--- src/rtl/conv_mac_acc_if.sv ---
// conv_mac_acc_if -- bundle of the beat input and result output channels of
// conv_mac_acc.
//
// Handshake (both channels): a transfer happens on a rising clock edge where
// valid && ready are both 1. The producer holds its payload stable while
// valid=1 and ready=0. The consumer may drive ready independently of valid.
//
// Signals:
//   data2conv  KERNEL*KERNEL*N bits, tap i at [i*N +: N] (signed per tap)
//   w          KERNEL*KERNEL*M bits, tap i at [i*M +: M] (signed per tap)
//   bias       BIAS_W bits signed, used on the first beat of a group
//   in_valid   beat valid (producer -> block)
//   in_ready   block can accept a beat
//   d_out      OUT_W bits signed result
//   out_sat    d_out was clipped by saturation
//   out_valid  d_out valid
//   out_ready  consumer accepts d_out
// Modports: master = beat producer / result consumer, slave = the block.
interface conv_mac_acc_if #(
  parameter int KERNEL = 3,
  parameter int N      = 8,
  parameter int M      = 8,
  parameter int BIAS_W = 16,
  parameter int OUT_W  = 16
);
  logic [KERNEL*KERNEL*N-1:0] data2conv;
  logic [KERNEL*KERNEL*M-1:0] w;
  logic [BIAS_W-1:0]          bias;
  logic                       in_valid;
  logic                       in_ready;
  logic [OUT_W-1:0]           d_out;
  logic                       out_sat;
  logic                       out_valid;
  logic                       out_ready;

  modport master (
    output data2conv, w, bias, in_valid, out_ready,
    input  in_ready, d_out, out_sat, out_valid
  );

  modport slave (
    input  data2conv, w, bias, in_valid, out_ready,
    output in_ready, d_out, out_sat, out_valid
  );
endinterface

--- src/rtl/conv_mac_acc.sv ---
// conv_mac_acc -- convolution multiply-accumulate over C_IN channel beats.
//
// Each accepted beat carries KERNEL*KERNEL data taps and weights. Per beat the
// tap products are summed; C_IN consecutive beats form a group whose sums are
// added onto a signed bias. At the last beat of a group the total is passed
// through an optional ReLU and saturated to OUT_W bits.
//
// Pipeline (all stages advance together, all hold during a stall):
//   S0  input capture: taps, weights, bias, first/last tags
//   S1  per-tap signed products, N+M bits each
//   S2  sum of products, N+M+clog2(KERNEL*KERNEL) bits
//   S3  accumulator / post-processing into the output register
// A last beat accepted at edge E0 is visible on out_valid after edge E3.
//
// Ports:
//   clk  rising-edge clock
//   rst  synchronous active-high reset
//   bus  conv_mac_acc_if.slave (beat input + result output channels)
//
// KERNEL is expected to be 1, 3, 5 or 7; C_IN >= 1. The interface instance
// must use the same KERNEL/N/M/BIAS_W/OUT_W values as this module.
module conv_mac_acc #(
  parameter int KERNEL = 3,
  parameter int N      = 8,
  parameter int M      = 8,
  parameter int C_IN   = 4,
  parameter int BIAS_W = 16,
  parameter int OUT_W  = 16,
  parameter int RELU   = 0
) (
  input logic           clk,
  input logic           rst,
  conv_mac_acc_if.slave bus
);

  localparam int TAPS   = KERNEL * KERNEL;
  localparam int PROD_W = N + M;
  localparam int SUM_W  = PROD_W + $clog2(TAPS);
  localparam int ACC_W  = PROD_W + $clog2(TAPS * C_IN) + 1;
  localparam int CNT_W  = (C_IN > 1) ? $clog2(C_IN) : 1;
  localparam logic [CNT_W-1:0] CNT_LAST = CNT_W'(C_IN - 1);

  // ---------------------------------------------------------------------------
  // Flow control. A full output register that the consumer refuses freezes
  // the whole pipeline, so no beat ever needs to be dropped or buffered.
  // ---------------------------------------------------------------------------
  logic stall;
  logic accept;
  logic out_valid_q;

  assign stall        = out_valid_q && !bus.out_ready;
  assign bus.in_ready = !rst && !stall;
  assign accept       = bus.in_valid && bus.in_ready;

  // Channel counter: position of the next accepted beat inside its group.
  logic [CNT_W-1:0] cnt;

  always_ff @(posedge clk) begin
    if (rst) begin
      cnt <= '0;
    end else if (accept) begin
      cnt <= (cnt == CNT_LAST) ? '0 : cnt + CNT_W'(1);
    end
  end

  // ---------------------------------------------------------------------------
  // S0: input capture
  // ---------------------------------------------------------------------------
  logic                     s0_valid;
  logic                     s0_first;
  logic                     s0_last;
  logic [TAPS*N-1:0]        s0_data;
  logic [TAPS*M-1:0]        s0_w;
  logic signed [BIAS_W-1:0] s0_bias;

  always_ff @(posedge clk) begin
    if (rst) begin
      s0_valid <= 1'b0;
    end else if (!stall) begin
      s0_valid <= accept;
    end
  end

  // With C_IN=1 the counter is always 0 and equal to CNT_LAST, so every beat
  // is tagged both first and last.
  always_ff @(posedge clk) begin
    if (!stall && accept) begin
      s0_data  <= bus.data2conv;
      s0_w     <= bus.w;
      s0_bias  <= $signed(bus.bias);
      s0_first <= (cnt == '0);
      s0_last  <= (cnt == CNT_LAST);
    end
  end

  // ---------------------------------------------------------------------------
  // S1: per-tap signed products. Operands are sign-extended to the product
  // width first, so the truncated product is exact.
  // ---------------------------------------------------------------------------
  logic signed [PROD_W-1:0] prod [TAPS];

  always_comb begin
    for (int i = 0; i < TAPS; i++) begin
      prod[i] = PROD_W'($signed(s0_data[i*N +: N])) *
                PROD_W'($signed(s0_w[i*M +: M]));
    end
  end

  logic                     s1_valid;
  logic                     s1_first;
  logic                     s1_last;
  logic signed [PROD_W-1:0] s1_prod [TAPS];
  logic signed [BIAS_W-1:0] s1_bias;

  always_ff @(posedge clk) begin
    if (rst) begin
      s1_valid <= 1'b0;
    end else if (!stall) begin
      s1_valid <= s0_valid;
    end
  end

  always_ff @(posedge clk) begin
    if (!stall) begin
      s1_prod  <= prod;
      s1_bias  <= s0_bias;
      s1_first <= s0_first;
      s1_last  <= s0_last;
    end
  end

  // ---------------------------------------------------------------------------
  // S2: adder tree over the products, wide enough that it cannot overflow.
  // ---------------------------------------------------------------------------
  logic signed [SUM_W-1:0] sum;

  always_comb begin
    sum = '0;
    for (int i = 0; i < TAPS; i++) begin
      sum = sum + SUM_W'(s1_prod[i]);
    end
  end

  logic                     s2_valid;
  logic                     s2_first;
  logic                     s2_last;
  logic signed [SUM_W-1:0]  s2_sum;
  logic signed [BIAS_W-1:0] s2_bias;

  always_ff @(posedge clk) begin
    if (rst) begin
      s2_valid <= 1'b0;
    end else if (!stall) begin
      s2_valid <= s1_valid;
    end
  end

  always_ff @(posedge clk) begin
    if (!stall) begin
      s2_sum   <= sum;
      s2_bias  <= s1_bias;
      s2_first <= s1_first;
      s2_last  <= s1_last;
    end
  end

  // ---------------------------------------------------------------------------
  // S3: accumulate. The first beat of a group restarts from the bias, which
  // also makes any stale accumulator contents (e.g. after reset) irrelevant.
  // ---------------------------------------------------------------------------
  logic signed [ACC_W-1:0] acc;
  logic signed [ACC_W-1:0] acc_next;
  logic signed [ACC_W-1:0] relu_val;
  logic [OUT_W-1:0]        sat_val;
  logic                    sat_flag;

  always_comb begin
    acc_next = (s2_first ? ACC_W'(s2_bias) : acc) + ACC_W'(s2_sum);
  end

  always_comb begin
    relu_val = acc_next;
    if (RELU != 0 && acc_next[ACC_W-1]) begin
      relu_val = '0;
    end
  end

  // Saturation: the value fits in OUT_W bits exactly when all bits from
  // OUT_W-1 upward are copies of the sign bit.
  generate
    if (ACC_W > OUT_W) begin : g_sat
      logic [ACC_W-OUT_W:0] upper;
      assign upper = relu_val[ACC_W-1:OUT_W-1];

      always_comb begin
        sat_val  = relu_val[OUT_W-1:0];
        sat_flag = 1'b0;
        if (!((&upper) || !(|upper))) begin
          sat_flag = 1'b1;
          sat_val  = relu_val[ACC_W-1] ? {1'b1, {(OUT_W-1){1'b0}}}
                                       : {1'b0, {(OUT_W-1){1'b1}}};
        end
      end
    end else begin : g_nosat
      always_comb begin
        sat_val  = OUT_W'(relu_val);
        sat_flag = 1'b0;
      end
    end
  endgenerate

  always_ff @(posedge clk) begin
    if (!stall && s2_valid && !s2_last) begin
      acc <= acc_next;
    end
  end

  // Output register. When not stalled it either takes a newly completed
  // result (out_valid stays/becomes 1) or empties (a pending result was just
  // taken by the consumer, or nothing was there).
  logic [OUT_W-1:0] d_out_q;
  logic             out_sat_q;

  always_ff @(posedge clk) begin
    if (rst) begin
      out_valid_q <= 1'b0;
      d_out_q     <= '0;
      out_sat_q   <= 1'b0;
    end else if (!stall) begin
      if (s2_valid && s2_last) begin
        out_valid_q <= 1'b1;
        d_out_q     <= sat_val;
        out_sat_q   <= sat_flag;
      end else begin
        out_valid_q <= 1'b0;
      end
    end
  end

  assign bus.out_valid = out_valid_q;
  assign bus.d_out     = d_out_q;
  assign bus.out_sat   = out_sat_q;

endmodule

--- src/flat_wrapper.sv ---
// flat-port wrapper written by rule: the top's interface ports become plain ports
module conv_mac_acc_flat 
#(
  parameter int KERNEL = 3,
  parameter int N      = 8,
  parameter int M      = 8,
  parameter int C_IN   = 4,
  parameter int BIAS_W = 16,
  parameter int OUT_W  = 16,
  parameter int RELU   = 0
)
  (clk, rst, bus_data2conv, bus_w, bus_bias, bus_in_valid, bus_out_ready, bus_in_ready, bus_d_out, bus_out_sat, bus_out_valid);
  conv_mac_acc_if #(.KERNEL(KERNEL), .N(N), .M(M), .BIAS_W(BIAS_W), .OUT_W(OUT_W)) bus_i ();
  input logic clk;
  input logic rst;
  input wire logic [$bits(bus_i.data2conv)-1:0] bus_data2conv;
  input wire logic [$bits(bus_i.w)-1:0] bus_w;
  input wire logic [$bits(bus_i.bias)-1:0] bus_bias;
  input wire logic [$bits(bus_i.in_valid)-1:0] bus_in_valid;
  input wire logic [$bits(bus_i.out_ready)-1:0] bus_out_ready;
  output wire logic [$bits(bus_i.in_ready)-1:0] bus_in_ready;
  output wire logic [$bits(bus_i.d_out)-1:0] bus_d_out;
  output wire logic [$bits(bus_i.out_sat)-1:0] bus_out_sat;
  output wire logic [$bits(bus_i.out_valid)-1:0] bus_out_valid;
  assign bus_i.data2conv = bus_data2conv;
  assign bus_i.w = bus_w;
  assign bus_i.bias = bus_bias;
  assign bus_i.in_valid = bus_in_valid;
  assign bus_i.out_ready = bus_out_ready;
  assign bus_in_ready = bus_i.in_ready;
  assign bus_d_out = bus_i.d_out;
  assign bus_out_sat = bus_i.out_sat;
  assign bus_out_valid = bus_i.out_valid;
  conv_mac_acc #(.KERNEL(KERNEL), .N(N), .M(M), .C_IN(C_IN), .BIAS_W(BIAS_W), .OUT_W(OUT_W), .RELU(RELU)) u_core (.clk(clk), .rst(rst), .bus(bus_i));
endmodule
--- config.mk ---
export PLATFORM = sky130hd
export DESIGN_NAME = conv_mac_acc_flat
export DESIGN_NICKNAME = d
export VERILOG_FILES = /design/src/rtl/conv_mac_acc_if.sv /design/src/rtl/conv_mac_acc.sv /design/src/flat_wrapper.sv
export SDC_FILE = /design/constraint.sdc
export NUM_CORES = 2
export LEC_CHECK = 0
export BUFFER_PORTS_ARGS = -buffer_cell sky130_fd_sc_hd__buf_4
export CORE_AREA = 2 2 301 303
export DETAILED_ROUTE_END_ITERATION = 16
export DIE_AREA = 0 0 303 305
export SYNTH_ARGS = -nofsm -noshare
export SYNTH_HDL_FRONTEND = slang
export SYNTH_SLANG_ARGS = --single-unit
--- constraint.sdc ---
create_clock -name clk -period 21.3 [get_ports clk]
set_clock_uncertainty 0.15 [all_clocks]
set_input_delay 4.26 -clock clk [delete_from_list [all_inputs] [get_ports clk]]
set_output_delay 4.26 -clock clk [all_outputs]
set_load 0.01 [all_outputs]
Word level (Yosys, flattened, before mapping):

Cells that the tools add are included.

* flip-flop bits (word level): 408
* bits in latches: 0
* memory bits (writable): 0
* ROM bits: 0
* input bits: 164
* output and inout bits: 19
* word-level logic and storage cells: 73
* memories kept: 0

* $add $sub $neg: 10
* multipliers: 9
* divide/modulo/power cells: 0
* magnitude comparators: 0
* eq/ne operators: 1
* shift operators: 0
* multiplexer cells: 6
* bitwise logic cells: 1
* reductions and logical operators: 17

Operators with widths (number)
* multiplier 8 x 8 -> 16 bit: 9
* adder 20 x 16 -> 20 bit: 6
* two-way mux 16 bit: 2
* adder 23 x 20 -> 23 bit: 1
* two-way mux 23 bit: 1
* adder 17 x 16 -> 18 bit: 1
* adder 16 x 16 -> 17 bit: 1
* AND reduction 8 bit: 1
* OR reduction 8 bit: 1
* logical AND 1 bit: 7
* zero test 1 bit: 5
* adder 2 x 1 -> 2 bit, second input constant: 1
* == test 2 bit, second input constant: 1
* zero test 2 bit: 1
* two-way mux 1 bit: 2
* two-way mux 2 bit: 1
* AND reduction 2 bit: 1
* logical OR 1 bit: 1
* inverter 1 bit: 1

Longest topological paths before layout:

* depth after elaboration: 8
* mapped depth: 28
* gate-level depth less buffers: 28

Least setup slack after synthesis:

No wires, ideal clock.

* path type: input to register
* from: input port bus_out_ready
* to: register u_core.d_out_q[13], in the netlist u_core.bus.d_out[13]
* setup time: 0.079 ns
* data arrival time: 10.636 ns
* path slack: 10.435 ns
* stages on the path: 7
* path buffers: 1
* path through: nor2b_1 -> clkinv_1 -> and3_1 -> buf_6 -> nor2_1 -> nand2_1 -> o211ai_1

* cells in the longest elaborated chain, start to end: 4

Ends and longest elaborated chain
* from (decl): RTL line flat_wrapper.sv:20 `input wire logic [$bits(bus_i.out_ready)-1:0] bus_out_ready;`
* zero test 1 bit: RTL line conv_mac_acc.sv:51 `assign stall = out_valid_q && !bus.out_ready;`
* logical AND 1 bit: RTL line conv_mac_acc.sv:51
* inverter 1 bit (no source line)
* AND reduction 2 bit (no source line)
* to (signal assigned): RTL line conv_mac_acc.sv:232 `d_out_q <= sat_val;`
* to (decl): RTL line conv_mac_acc.sv:221 `logic [OUT_W-1:0] d_out_q;`

No other way between the ends.
A chain may end at the register's enable or synchronous reset.

Worst setup path in the final report:

* from: input port bus_out_ready
* to: output port bus_in_ready

* cells in the longest elaborated chain, start to end: 4

Ends and longest elaborated chain
* zero test 1 bit: RTL line conv_mac_acc.sv:51
* logical AND 1 bit: RTL line conv_mac_acc.sv:51
* zero test 1 bit: RTL line conv_mac_acc.sv:52 `assign bus.in_ready = !rst && !stall;`
* logical AND 1 bit: RTL line conv_mac_acc.sv:52
* to (decl): RTL line flat_wrapper.sv:21 `output wire logic [$bits(bus_i.in_ready)-1:0] bus_in_ready;`

No other way between the ends.

==> flow_metrics.py <==
metrics = {
    "global_routing": {
        "grt_max_degree": 79,
        "grt-ovfl-total": 0,
        "antenna_found_initial": 0,
        "grt_pass1_vias": 25800,
        "grt_use_total_pct": 18.4,
        "grt_pass1_wl_um": 135000,
    },
    "drt": {
        "initialDrtViolationCount": 1189,
        "viasPerCell": 4.82,
        "first_pass_iters": 13,
        "totalWireLength_um": 79700,
        "num_vias": 24100,
        "avgRoutedWirePerCell_um": 15.9,
        "drc": 9,
        "ant_nets": 0,
    },
    "clock_network": {
        "post_cts_buffers": 0,
        "cts.hold.buffers_added": 0,
        "clockRootBuffer": "clkbuf_16",
        "cts_resized": 0,
        "cts_buffers": 50,
        "insertion_delay_ps": 630,
        "htree_levels": 2,
        "ctsLongestPathBuffers": 3,
        "cts_tree": "done",
        "cts.sinks": 408,
        "path_clk_slew_ps": 50,
    },
    "finish": {
        "syn2layout_area_growth_pct": 11.1,
        "diodes": 0,
        "drive_gt1_share_pct": 8.05,
        "num-nets-final": 4875,
    },
    "placed_design": {
        "place_congestion": 0.840,
        "dp_hpwl_um": 64900,
        "io_buffer_count": 182,
    },
    "critical_path": {
        "r2r-start": "u_core.s1_prod[97]",
        "setup.worst_path.end_class": "output port",
        "reg2reg_slack_ps": 14020,
        "crit_start": "bus_out_ready",
        "r2r_end": "u_core.s2_sum[19]",
        "crit_family": "simple AND/OR/NAND/NOR gates",
        "path_buf_inv": 2,
        "cp_slowest_cell": "nor2b_1",
        "crit_type": "input pin to output port",
        "path_cells": "buf_4 > nor2b_1 > nor2_1 > buf_4",
        "cp_common_cell": "buf_4",
        "reg2reg_depth": 27,
        "worstPathArrival_ps": 5120,
        "worstPathRequired_ps": 16890,
        "crit_path_start_kind": "input pin",
        "path_max_fanout": 5,
        "max_stage_delay_ps": 460,
    },
    "synth": {
        "synthCells": 3568,
        "ys_seq_area_share_pct": 30.2,
        "syn-cell-area_um2": 39800,
        "synth_top_area_cell": "fa_1",
        "avgSynthCellArea_um2": 11.1,
        "synth.most_common_cell": "inv_1",
        "ys_types": 72,
        "async_flop_share_pct": 0,
        "syn_nets": 4655,
        "synth_edf_count": 385,
        "ys_ff_latch": 408,
        "netlist_top_cells_area": "fa_1, edfxtp_1, ha_1",
        "synthFlopType": "edfxtp_1",
        "yosysWarnings": 0,
        "yosysTopAreaCellShare_pct": 30.3,
        "synthTopCellsByCount": "inv_1, fa_1, edfxtp_1",
    },
    "flow_run": {
        "cap_violations": 0,
    },
    "sta": {
        "hold_slack_ps": 267,
        "fin_crit_ps": 9530,
        "maxSlewViolCount": 0,
        "rsz0062_at_grt": "no",
        "fin_setup_tns_ps": 0,
        "hold_viol_final": 0,
        "relSlewSlack_pct": 25.3,
        "setup_viol": 0,
        "finalCritPeriodShare_pct": 44.8,
        "max_freq_mhz": 105,
        "max_slew.worst_pin.slew_ps": 1120,
    },
    "run_status": {
        "violations": "DRC",
        "status": "finished, violations left",
    },
    "worst_hold_path": {
        "hold_end": "u_core.s1_bias[8]",
        "worstHoldStart": "u_core.s0_bias[8]",
        "hold-path-cell-count": 0,
        "hold_path.class": "flip-flop to flip-flop",
    },
    "die": {
        "die_w_um": 303,
        "die_h_um": 305,
        "initial_utilization_pct": 44.5,
        "dieArea_um2": 92400,
        "rows": 110,
        "io_pins": 183,
        "core_area_um2": 89300,
    },
}
-- worst max path at each step --
| stage | end | slack [ps] | cells after the start |
|---|---|---|---|
| floorplan | u_core.bus.d_out[13] | 10430 | 7 |
| global placement | bus_in_ready | 11780 | 4 |
| detailed placement | bus_in_ready | 11770 | 4 |
| CTS | bus_in_ready | 11760 | 4 |
| global route | bus_in_ready | 11710 | 4 |
| finish | bus_in_ready | 11770 | 4 |
-- through the flow --
step	worst slack (ps)	instance area (um^2)	std cells	util (%)
finish	11770	44200	5004	49.4
global route	11710	44200	5004	49.4
CTS	11760	44200	5004	49.4
detailed placement	11770	42500	4912	47.6
global placement	11780	42500	4912	47.6
floorplan	10430	39800	3568	-
-- sequential cells by signal, summed over array words and instances (netlist names), 2 cells and up --
signal and cells:
u_core.bus.d_out 16, u_core.s0_bias 16, u_core.cnt 2, u_core.acc 23, u_core.s1_prod 144, u_core.s0_data 72, u_core.s1_bias 16, u_core.s0_w 72
u_core.s2_bias 16, u_core.s2_sum 20
-- cells by family after synthesis --
family	after synthesis	share of synthesized area (%)
compound gates	309	5.27
fa+ha+maj	923	40.4
buf+inv	823	7.87
xor+xnor	162	3.59
simple gates	923	12.1
flops	408	30.2
mux	20	0.557
-- cell type report --
class	instances	area, um^2
clock inverters	35	329
fillers	8133	45200
clock buffers	57	1300
flip-flops and latches	408	12000
well taps	1176	1470
repair buffers	187	1400
inverters	804	3030
multi-input cells	2337	24600
-- placed cells by master (no fill, tap or decap), types with 4 or more instances in the layout --
| cell | Yosys | layout |
|---|---|---|
| clkinv_4 | 0 | 4 |
| nor2b_1 | 18 | 18 |
| clkbuf_1 | 10 | 6 |
| nand2_1 | 241 | 241 |
| o21ai_0 | 76 | 76 |
| and3_1 | 9 | 9 |
| clkinv_2 | 0 | 7 |
| nand4_1 | 5 | 5 |
| a21o_1 | 19 | 19 |
| fa_1 | 601 | 601 |
| o211ai_1 | 19 | 19 |
| o21a_1 | 13 | 13 |
| bufinv_16 | 0 | 4 |
| nor3_1 | 33 | 33 |
| a211oi_1 | 14 | 14 |
| clkinvlp_4 | 0 | 4 |
| dfxtp_1 | 23 | 23 |
| nand3_1 | 26 | 26 |
| a21oi_1 | 64 | 64 |
| and2_1 | 354 | 354 |
| xnor2_1 | 142 | 142 |
| inv_1 | 802 | 801 |
| nor3b_1 | 4 | 4 |
| mux2_2 | 14 | 14 |
| mux2i_1 | 5 | 5 |
| o21bai_1 | 13 | 13 |
| nand2b_1 | 68 | 68 |
| edfxtp_1 | 385 | 385 |
| xor2_1 | 19 | 19 |
| o31a_1 | 9 | 9 |
| clkinv_1 | 1 | 9 |
| clkbuf_16 | 0 | 51 |
| a21boi_0 | 38 | 38 |
| or4_1 | 7 | 7 |
| o41ai_1 | 9 | 9 |
| or3_1 | 11 | 11 |
| ha_1 | 322 | 322 |
| nor2_1 | 135 | 134 |
| buf_4 | 4 | 187 |
| inv_6 | 0 | 6 |
-- per-layer routing --
metal  track usage (%)  up-vias  wire, um
met2              29.2      365     36800
met5                 0        -         0
li1                  -    11700         -
met1              27.0    12000     38400
met3              2.58       83      3110
met4              3.72        0      1400
Power is left out: the tool's default activity adds up to more than one toggle a clock period on the data nets, which glitch-free logic cannot reach.
